### config.mk
export PLATFORM = sky130hd
export DESIGN_NAME = lsu_ctrl
export DESIGN_NICKNAME = d
export VERILOG_FILES = /design/src/rtl/isa_shared_pkg.sv /design/src/rtl/lsu_load_align.sv /design/src/rtl/lsu_ctrl.sv
export SDC_FILE = /design/constraint.sdc
export NUM_CORES = 1
export LEC_CHECK = 0
export CELL_PAD_IN_SITES_DETAIL_PLACEMENT = 1
export CELL_PAD_IN_SITES_GLOBAL_PLACEMENT = 1
export CORE_MARGIN = 4
export CORE_UTILIZATION = 34
export DETAILED_ROUTE_END_ITERATION = 8
export PLACE_DENSITY = 0.88
export SLEW_MARGIN = 15
export SYNTH_ARGS = -nofsm -noshare
export SYNTH_HDL_FRONTEND = slang
export SYNTH_SLANG_ARGS = --single-unit
export TNS_END_PERCENT = 30
### constraint.sdc
create_clock -name clk -period 5.2 [get_ports clk]
set_clock_uncertainty 0.05 [all_clocks]
set_input_delay 0.52 -clock clk [delete_from_list [all_inputs] [get_ports clk]]
set_output_delay 0.52 -clock clk [all_outputs]
set_load 0.1 [all_outputs]
### src/rtl/isa_shared_pkg.sv
// Shared RV32I load/store definitions.
//   lsu_state_e        : load/store sequencer states
//   mem_access_type_e  : access size decoded from funct3[1:0]
//   sx_ops_e           : load-data extension select
//   i_/s_function3_e   : load and store funct3 encodings
//   BE_*               : byte-enable patterns before lane shift
package isa_shared;

   typedef enum logic [1:0] {
      LSU_IDLE,
      LSU_REQ,
      LSU_WAIT,
      LSU_RESP
   } lsu_state_e;

   typedef enum logic [1:0] {
      MEM_BYTE,
      MEM_HALF,
      MEM_WORD
   } mem_access_type_e;

   typedef enum logic [2:0] {
      SX_0700,
      SXU_0700,
      SX_1500,
      SXU_1500,
      SX_3100
   } sx_ops_e;

   typedef enum logic [2:0] {
      I_LB  = 3'b000,
      I_LH  = 3'b001,
      I_LW  = 3'b010,
      I_LBU = 3'b100,
      I_LHU = 3'b101
   } i_function3_e;

   typedef enum logic [2:0] {
      S_SB = 3'b000,
      S_SH = 3'b001,
      S_SW = 3'b010
   } s_function3_e;

   localparam logic [3:0] BE_BYTE = 4'b0001;
   localparam logic [3:0] BE_HALF = 4'b0011;
   localparam logic [3:0] BE_WORD = 4'b1111;

   function automatic mem_access_type_e f3_size(input logic [1:0] f3_lo);
      case (f3_lo)
         2'b00:   return MEM_BYTE;
         2'b01:   return MEM_HALF;
         default: return MEM_WORD;
      endcase
   endfunction

   function automatic sx_ops_e f3_sx(input logic [2:0] f3);
      case (f3)
         3'b000:  return SX_0700;
         3'b100:  return SXU_0700;
         3'b001:  return SX_1500;
         3'b101:  return SXU_1500;
         default: return SX_3100;
      endcase
   endfunction

endpackage

### src/rtl/lsu_load_align.sv
// Load-data alignment and extension (combinational).
//   rdata   : raw 32-bit word from memory
//   addr_lo : byte offset of the access within the word
//   sx      : extension select
//   data    : selected lane, sign/zero-extended to 32 bits
module lsu_load_align
   import isa_shared::*;
(
   input  logic [31:0] rdata,
   input  logic [1:0]  addr_lo,
   input  sx_ops_e     sx,
   output logic [31:0] data
);

   logic [31:0] shifted;

   always_comb begin
      shifted = rdata >> {addr_lo, 3'b000};
      case (sx)
         SX_0700:  data = {{24{shifted[7]}}, shifted[7:0]};
         SXU_0700: data = {24'h0, shifted[7:0]};
         SX_1500:  data = {{16{shifted[15]}}, shifted[15:0]};
         SXU_1500: data = {16'h0, shifted[15:0]};
         default:  data = shifted;
      endcase
   end

endmodule

### src/rtl/lsu_ctrl.sv
// Load/store sequencer between execute and the data-memory port.
// Accepts one request in IDLE, faults illegal/misaligned ops without touching
// memory, otherwise runs req/gnt then waits for rvalid and returns the
// extended load data (or 0 for stores) as a one-cycle rsp_valid pulse.
//   clk, rst                         : clock, synchronous active-high reset
//   req_*                            : request from execute (req_ready in IDLE)
//   rsp_valid/rsp_rdata/rsp_fault    : completion to writeback
//   busy                             : state != IDLE
//   mem_*                            : data-memory port
//
// state    | meaning
// LSU_IDLE | ready for a new request
// LSU_REQ  | mem_req asserted, waiting for gnt (bounded by TIMEOUT_CYCLES)
// LSU_WAIT | granted, waiting for rvalid (unbounded)
// LSU_RESP | rsp_valid pulse, back to IDLE next
module lsu_ctrl
   import isa_shared::*;
#(
   parameter int unsigned TIMEOUT_CYCLES = 255
) (
   input  logic        clk,
   input  logic        rst,
   input  logic        req_valid,
   output logic        req_ready,
   input  logic        req_is_store,
   input  logic [2:0]  req_funct3,
   input  logic [31:0] req_addr,
   input  logic [31:0] req_wdata,
   output logic        rsp_valid,
   output logic [31:0] rsp_rdata,
   output logic        rsp_fault,
   output logic        busy,
   output logic        mem_req,
   output logic        mem_we,
   output logic [31:0] mem_addr,
   output logic [3:0]  mem_be,
   output logic [31:0] mem_wdata,
   input  logic        mem_gnt,
   input  logic        mem_rvalid,
   input  logic [31:0] mem_rdata
);

   localparam logic [15:0] CNT_LAST = 16'(TIMEOUT_CYCLES - 1);

   lsu_state_e  state_q, state_d;
   logic [15:0] cnt_q, cnt_d;
   logic        is_store_q, is_store_d;
   logic [1:0]  addr_lo_q, addr_lo_d;
   sx_ops_e     sx_q, sx_d;
   logic        rsp_valid_q, rsp_valid_d;
   logic        rsp_fault_q, rsp_fault_d;
   logic [31:0] rsp_rdata_q, rsp_rdata_d;
   logic        mem_req_q, mem_req_d;
   logic        mem_we_q, mem_we_d;
   logic [31:0] mem_addr_q, mem_addr_d;
   logic [3:0]  mem_be_q, mem_be_d;
   logic [31:0] mem_wdata_q, mem_wdata_d;

   mem_access_type_e acc_size;
   logic             f3_legal;
   logic             misaligned;
   logic [3:0]       be_new;
   logic [31:0]      wdata_new;
   logic [31:0]      load_ext;

   lsu_load_align u_align (
      .rdata   (mem_rdata),
      .addr_lo (addr_lo_q),
      .sx      (sx_q),
      .data    (load_ext)
   );

   // Decode of the request presented in IDLE.
   always_comb begin
      acc_size = f3_size(req_funct3[1:0]);
      if (req_is_store) begin
         f3_legal = (req_funct3 == S_SB) || (req_funct3 == S_SH) || (req_funct3 == S_SW);
      end else begin
         f3_legal = (req_funct3 == I_LB) || (req_funct3 == I_LH) || (req_funct3 == I_LW) ||
                    (req_funct3 == I_LBU) || (req_funct3 == I_LHU);
      end
      misaligned = ((acc_size == MEM_HALF) && req_addr[0]) ||
                   ((acc_size == MEM_WORD) && (req_addr[1:0] != 2'b00));
      case (acc_size)
         MEM_BYTE: begin
            be_new    = BE_BYTE << req_addr[1:0];
            wdata_new = {4{req_wdata[7:0]}};
         end
         MEM_HALF: begin
            be_new    = BE_HALF << req_addr[1:0];
            wdata_new = {2{req_wdata[15:0]}};
         end
         default: begin
            be_new    = BE_WORD;
            wdata_new = req_wdata;
         end
      endcase
   end

   always_comb begin
      state_d     = state_q;
      cnt_d       = cnt_q;
      is_store_d  = is_store_q;
      addr_lo_d   = addr_lo_q;
      sx_d        = sx_q;
      rsp_valid_d = 1'b0;
      rsp_fault_d = 1'b0;
      rsp_rdata_d = 32'h0;
      mem_req_d   = mem_req_q;
      mem_we_d    = mem_we_q;
      mem_addr_d  = mem_addr_q;
      mem_be_d    = mem_be_q;
      mem_wdata_d = mem_wdata_q;
      case (state_q)
         LSU_IDLE: begin
            if (req_valid) begin
               if (!f3_legal || misaligned) begin
                  state_d     = LSU_RESP;
                  rsp_valid_d = 1'b1;
                  rsp_fault_d = 1'b1;
               end else begin
                  state_d     = LSU_REQ;
                  cnt_d       = 16'h0;
                  is_store_d  = req_is_store;
                  addr_lo_d   = req_addr[1:0];
                  sx_d        = f3_sx(req_funct3);
                  mem_req_d   = 1'b1;
                  mem_we_d    = req_is_store;
                  mem_addr_d  = {req_addr[31:2], 2'b00};
                  mem_be_d    = be_new;
                  mem_wdata_d = wdata_new;
               end
            end
         end
         LSU_REQ: begin
            // A grant on the last allowed cycle still wins over the timeout.
            if (mem_gnt) begin
               state_d   = LSU_WAIT;
               cnt_d     = 16'h0;
               mem_req_d = 1'b0;
               mem_we_d  = 1'b0;
            end else if (cnt_q == CNT_LAST) begin
               state_d     = LSU_RESP;
               cnt_d       = 16'h0;
               mem_req_d   = 1'b0;
               mem_we_d    = 1'b0;
               rsp_valid_d = 1'b1;
               rsp_fault_d = 1'b1;
            end else begin
               cnt_d = cnt_q + 16'd1;
            end
         end
         LSU_WAIT: begin
            if (mem_rvalid) begin
               state_d     = LSU_RESP;
               rsp_valid_d = 1'b1;
               rsp_rdata_d = is_store_q ? 32'h0 : load_ext;
            end
         end
         default: begin
            state_d = LSU_IDLE;
         end
      endcase
   end

   always_ff @(posedge clk) begin
      if (rst) begin
         state_q     <= LSU_IDLE;
         cnt_q       <= 16'h0;
         is_store_q  <= 1'b0;
         addr_lo_q   <= 2'b00;
         sx_q        <= SX_3100;
         rsp_valid_q <= 1'b0;
         rsp_fault_q <= 1'b0;
         rsp_rdata_q <= 32'h0;
         mem_req_q   <= 1'b0;
         mem_we_q    <= 1'b0;
         mem_addr_q  <= 32'h0;
         mem_be_q    <= 4'h0;
         mem_wdata_q <= 32'h0;
      end else begin
         state_q     <= state_d;
         cnt_q       <= cnt_d;
         is_store_q  <= is_store_d;
         addr_lo_q   <= addr_lo_d;
         sx_q        <= sx_d;
         rsp_valid_q <= rsp_valid_d;
         rsp_fault_q <= rsp_fault_d;
         rsp_rdata_q <= rsp_rdata_d;
         mem_req_q   <= mem_req_d;
         mem_we_q    <= mem_we_d;
         mem_addr_q  <= mem_addr_d;
         mem_be_q    <= mem_be_d;
         mem_wdata_q <= mem_wdata_d;
      end
   end

   assign req_ready = (state_q == LSU_IDLE);
   assign busy      = (state_q != LSU_IDLE);
   assign rsp_valid = rsp_valid_q;
   assign rsp_fault = rsp_fault_q;
   assign rsp_rdata = rsp_rdata_q;
   assign mem_req   = mem_req_q;
   assign mem_we    = mem_we_q;
   assign mem_addr  = mem_addr_q;
   assign mem_be    = mem_be_q;
   assign mem_wdata = mem_wdata_q;

endmodule

==> results.json <==
{
  "maxSlewViolCount": 0,
  "post_synth_inst_count": 668,
  "initial_utilization": 0.3463,
  "final-setup-viol-count": 0,
  "grt_antenna_before_repair": 0,
  "grt_pass1_vias": 5730,
  "hold_path.startpoint": "mem_wdata[7]$_SDFFE_PP0P_",
  "drcViolationCount": 0,
  "final_net_count": 957,
  "coreArea_um2": 15890,
  "type_of_element_launching_the_critical_path": "flop",
  "numPlacedInstances": 1043,
  "global_placer_s_final_weighted_congestion": 0.8742,
  "peakVddDrop_v": 0.0002361,
  "tritoncts": "done",
  "finalSetupTns_ns": 0,
  "flow.area_growth_from_synthesis_pct": 48.90,
  "dieHeight_um": 135.2,
  "post-cts-setup-buffer-count": 0,
  "netlist_area_before_placement_um2": 5502,
  "r2r_start": "cnt_q[0]$_SDFFE_PP0P_",
  "critical-path-top-delay-family": "buffers and inverters",
  "ys_top_cells_by_area": "dfxtp_1 46%, nand2_1 10%, a21oi_1 8.2%",
  "antenna-diode-count": 0,
  "final.min_clock_period_ns": 3.081,
  "critical_path.max_fanout": 6,
  "synthesis.yosys.warnings": 0,
  "final-hold-violation-count": 0,
  "cpPeakStageDelay_ns": 1.17,
  "design_power_total_mw": 3.490,
  "grt-ovfl-total": 0,
  "required_ns": 4.63,
  "fp-row-count": 46,
  "dr_total_vias": 5542,
  "postRouteWirelength_mm": 19.54,
  "post_route_cells_drive_above_1_share": 0.06868,
  "buffer_ports.inserted": 208,
  "post_layout_util": 0.5157,
  "dp_hpwl_mm": 14.24,
  "worst-path-buf-inv": 3,
  "worst_path_most_repeated_cell": "inv_1",
  "final_design_area_no_fill_um2": 8192,
  "dpl_cell_area_um2": 7635,
  "io_pins": 211,
  "yosys.cell_count.top_type": "nand2_1",
  "synth-async-reset-ratio": 0,
  "synth_seq_area_share": 0.4585,
  "number_of_enable_type_register_cells_in_the_synthesized_netlist": 0,
  "slew-limit-headroom": 0.2378,
  "rsz0062_at_grt": "no",
  "ctsRootBufferMaster": "clkbuf_16",
  "yosys.area.top_type": "dfxtp_1",
  "post_synth_num_cell_types": 58,
  "die_width_um": 135.2,
  "drtIter0Drc": 246,
  "synth-seq-cells": 126,
  "grt_pass1_wl_mm": 30.27,
  "p_leak_nw": 2.904,
  "cts.path.max_buffers": 2,
  "number_of_standard_cells_in_the_final_layout_excluding_fillers": 1075,
  "clock_sinks": 126,
  "drt-wirelength-per-cell_um": 18.18,
  "fin_crit_sh": 0.5924,
  "clk_latency_ns": 0.41,
  "detail_route.vias_per_cell": 5.155,
  "synth.top_cell.area_share": 0.4585,
  "power_density_nw_per_um2": 426.1,
  "pre_cts_ws_ns": 1.778,
  "synth.avg_cell_area_um2": 8.236,
  "cts_repair_resized_insts": 0,
  "crit_path_cell_trace": "inv_1 > ha_1 > inv_1 > clkdlybuf4s50_1",
  "max_slew.worst_pin.slew_ns": 1.143,
  "arrival_ns": 2.51,
  "timing.critical_path.from": "state_q[0]$_SDFFE_PP0P_",
  "final.setup.worst_slack_ns": 2.119,
  "grt_util_all_layers": 0.2109,
  "first_pass_iters": 4,
  "grt_max_degree": 91,
  "holdWs_ns": 0.4060,
  "synthFlopType": "dfxtp_1",
  "htree_levels": 4,
  "netlist_top_cells_count": "150 x nand2_1, 126 x dfxtp_1, 90 x a21oi_1",
  "maxCapViolations": 0,
  "critical_path.endpoint_type": "output pin",
  "max_freq_mhz": 324.6,
  "die-area_um2": 18280,
  "run_status": "completed",
  "criticalPathCategory": "reg2out",
  "final_antenna_net_count": 0,
  "clkSlewWorstSetupHoldPaths_ns": 0.05,
  "critical-path-slowest-cell": "clkdlybuf4s50_1",
  "post_cts_hold_buffer_count": 0,
  "hold_path_class": "reg2reg",
  "cts-buffers-inserted": 17
}
[routing by layer]
metal / vias up / part of all wire / global-route usage
met4: 0 / 0.020 / 0.07615
met5: - / 0 / 0
met1: 2663 / 0.39 / 0.2355
li1: 2662 / - / -
met3: 25 / 0.093 / 0.08804
met2: 192 / 0.50 / 0.3606
[power breakdown]
group          internal (mW)  leakage (nW)  switching [mW]
Clock                  0.677         0.269           0.431
Sequential              1.05          1.02          0.0464
Combinational          0.348          1.61           0.941
Total                   2.07          2.90            1.42
[final timing paths]
check / endpoint / slack [ns] / cells after the start
worst min register to register: mem_wdata[7]$_SDFFE_PP0P_ / 0.41 / 2
worst max-delay path: busy / 2.12 / 4
worst min-delay path: mem_wdata[7]$_SDFFE_PP0P_ / 0.41 / 2
worst max register to register: state_q[1]$_SDFFE_PP0P_ / 2.76 / 7
[sequential cells by signal, summed over array words and instances, names as in the netlist]
name        count
mem_req         1
sx_q            3
is_store_q      1
addr_lo_q       2
rsp_valid       1
mem_addr       30
mem_we          1
cnt_q          16
mem_be          4
state_q         2
rsp_rdata      32
rsp_fault       1
mem_wdata      32
[cells in the final DEF, fill, tap and decap left out, drive strengths merged, types with 2 or more instances in the layout]
| cell | netlist | layout |
|---|---|---|
| ha | 6 | 6 |
| nor2b | 11 | 11 |
| conb | 1 | 2 |
| mux2 | 9 | 9 |
| nor2 | 48 | 48 |
| clkbuf | 31 | 21 |
| clkinvlp | 0 | 3 |
| inv | 7 | 8 |
| and4 | 2 | 2 |
| a31oi | 3 | 3 |
| xnor2 | 4 | 4 |
| nand4 | 5 | 5 |
| nor3 | 13 | 13 |
| clkdlybuf4s50 | 0 | 207 |
| or3 | 2 | 2 |
| mux2i | 28 | 28 |
| nor4 | 4 | 4 |
| a21oi | 90 | 90 |
| buf | 24 | 7 |
| dfxtp | 126 | 126 |
| a211oi | 23 | 23 |
| clkinv | 1 | 7 |
| a311oi | 10 | 10 |
| nand2 | 150 | 150 |
| nor3b | 2 | 2 |
| nand3 | 6 | 6 |
| nor4b | 2 | 2 |
| o211ai | 9 | 9 |
| o21ai | 28 | 28 |
[logic make-up after synthesis]
kind of cell | synth area share
xor gates and xnor gates | 0.006367
DFF | 0.4585
other | 0.0006816
and+or+nand+nor | 0.2024
AOI/OAI and AO/OA | 0.1929
adders and majority gates | 0.01365
muxes | 0.06937
buffers and inverters | 0.05617
[area by class of cell]
class | count | area [um2]
inverter | 8 | 30.03
clock inverter | 11 | 91.34
fill | 1898 | 7694
timing repair buffer | 214 | 2122
tap | 216 | 270.3
multi-input combinational | 479 | 2694
sequential | 126 | 2524
clock buffer | 21 | 460.4
[worst min-delay path, delay by kind of cell, from the launching register on]
family / cells / cell delay, ns
flip-flops: 1 / 0.31
AO/OA/AOI/OAI: 1 / 0.05
AND/OR/NAND/NOR: 1 / 0.05
Power figures use the tool's default switching activity.
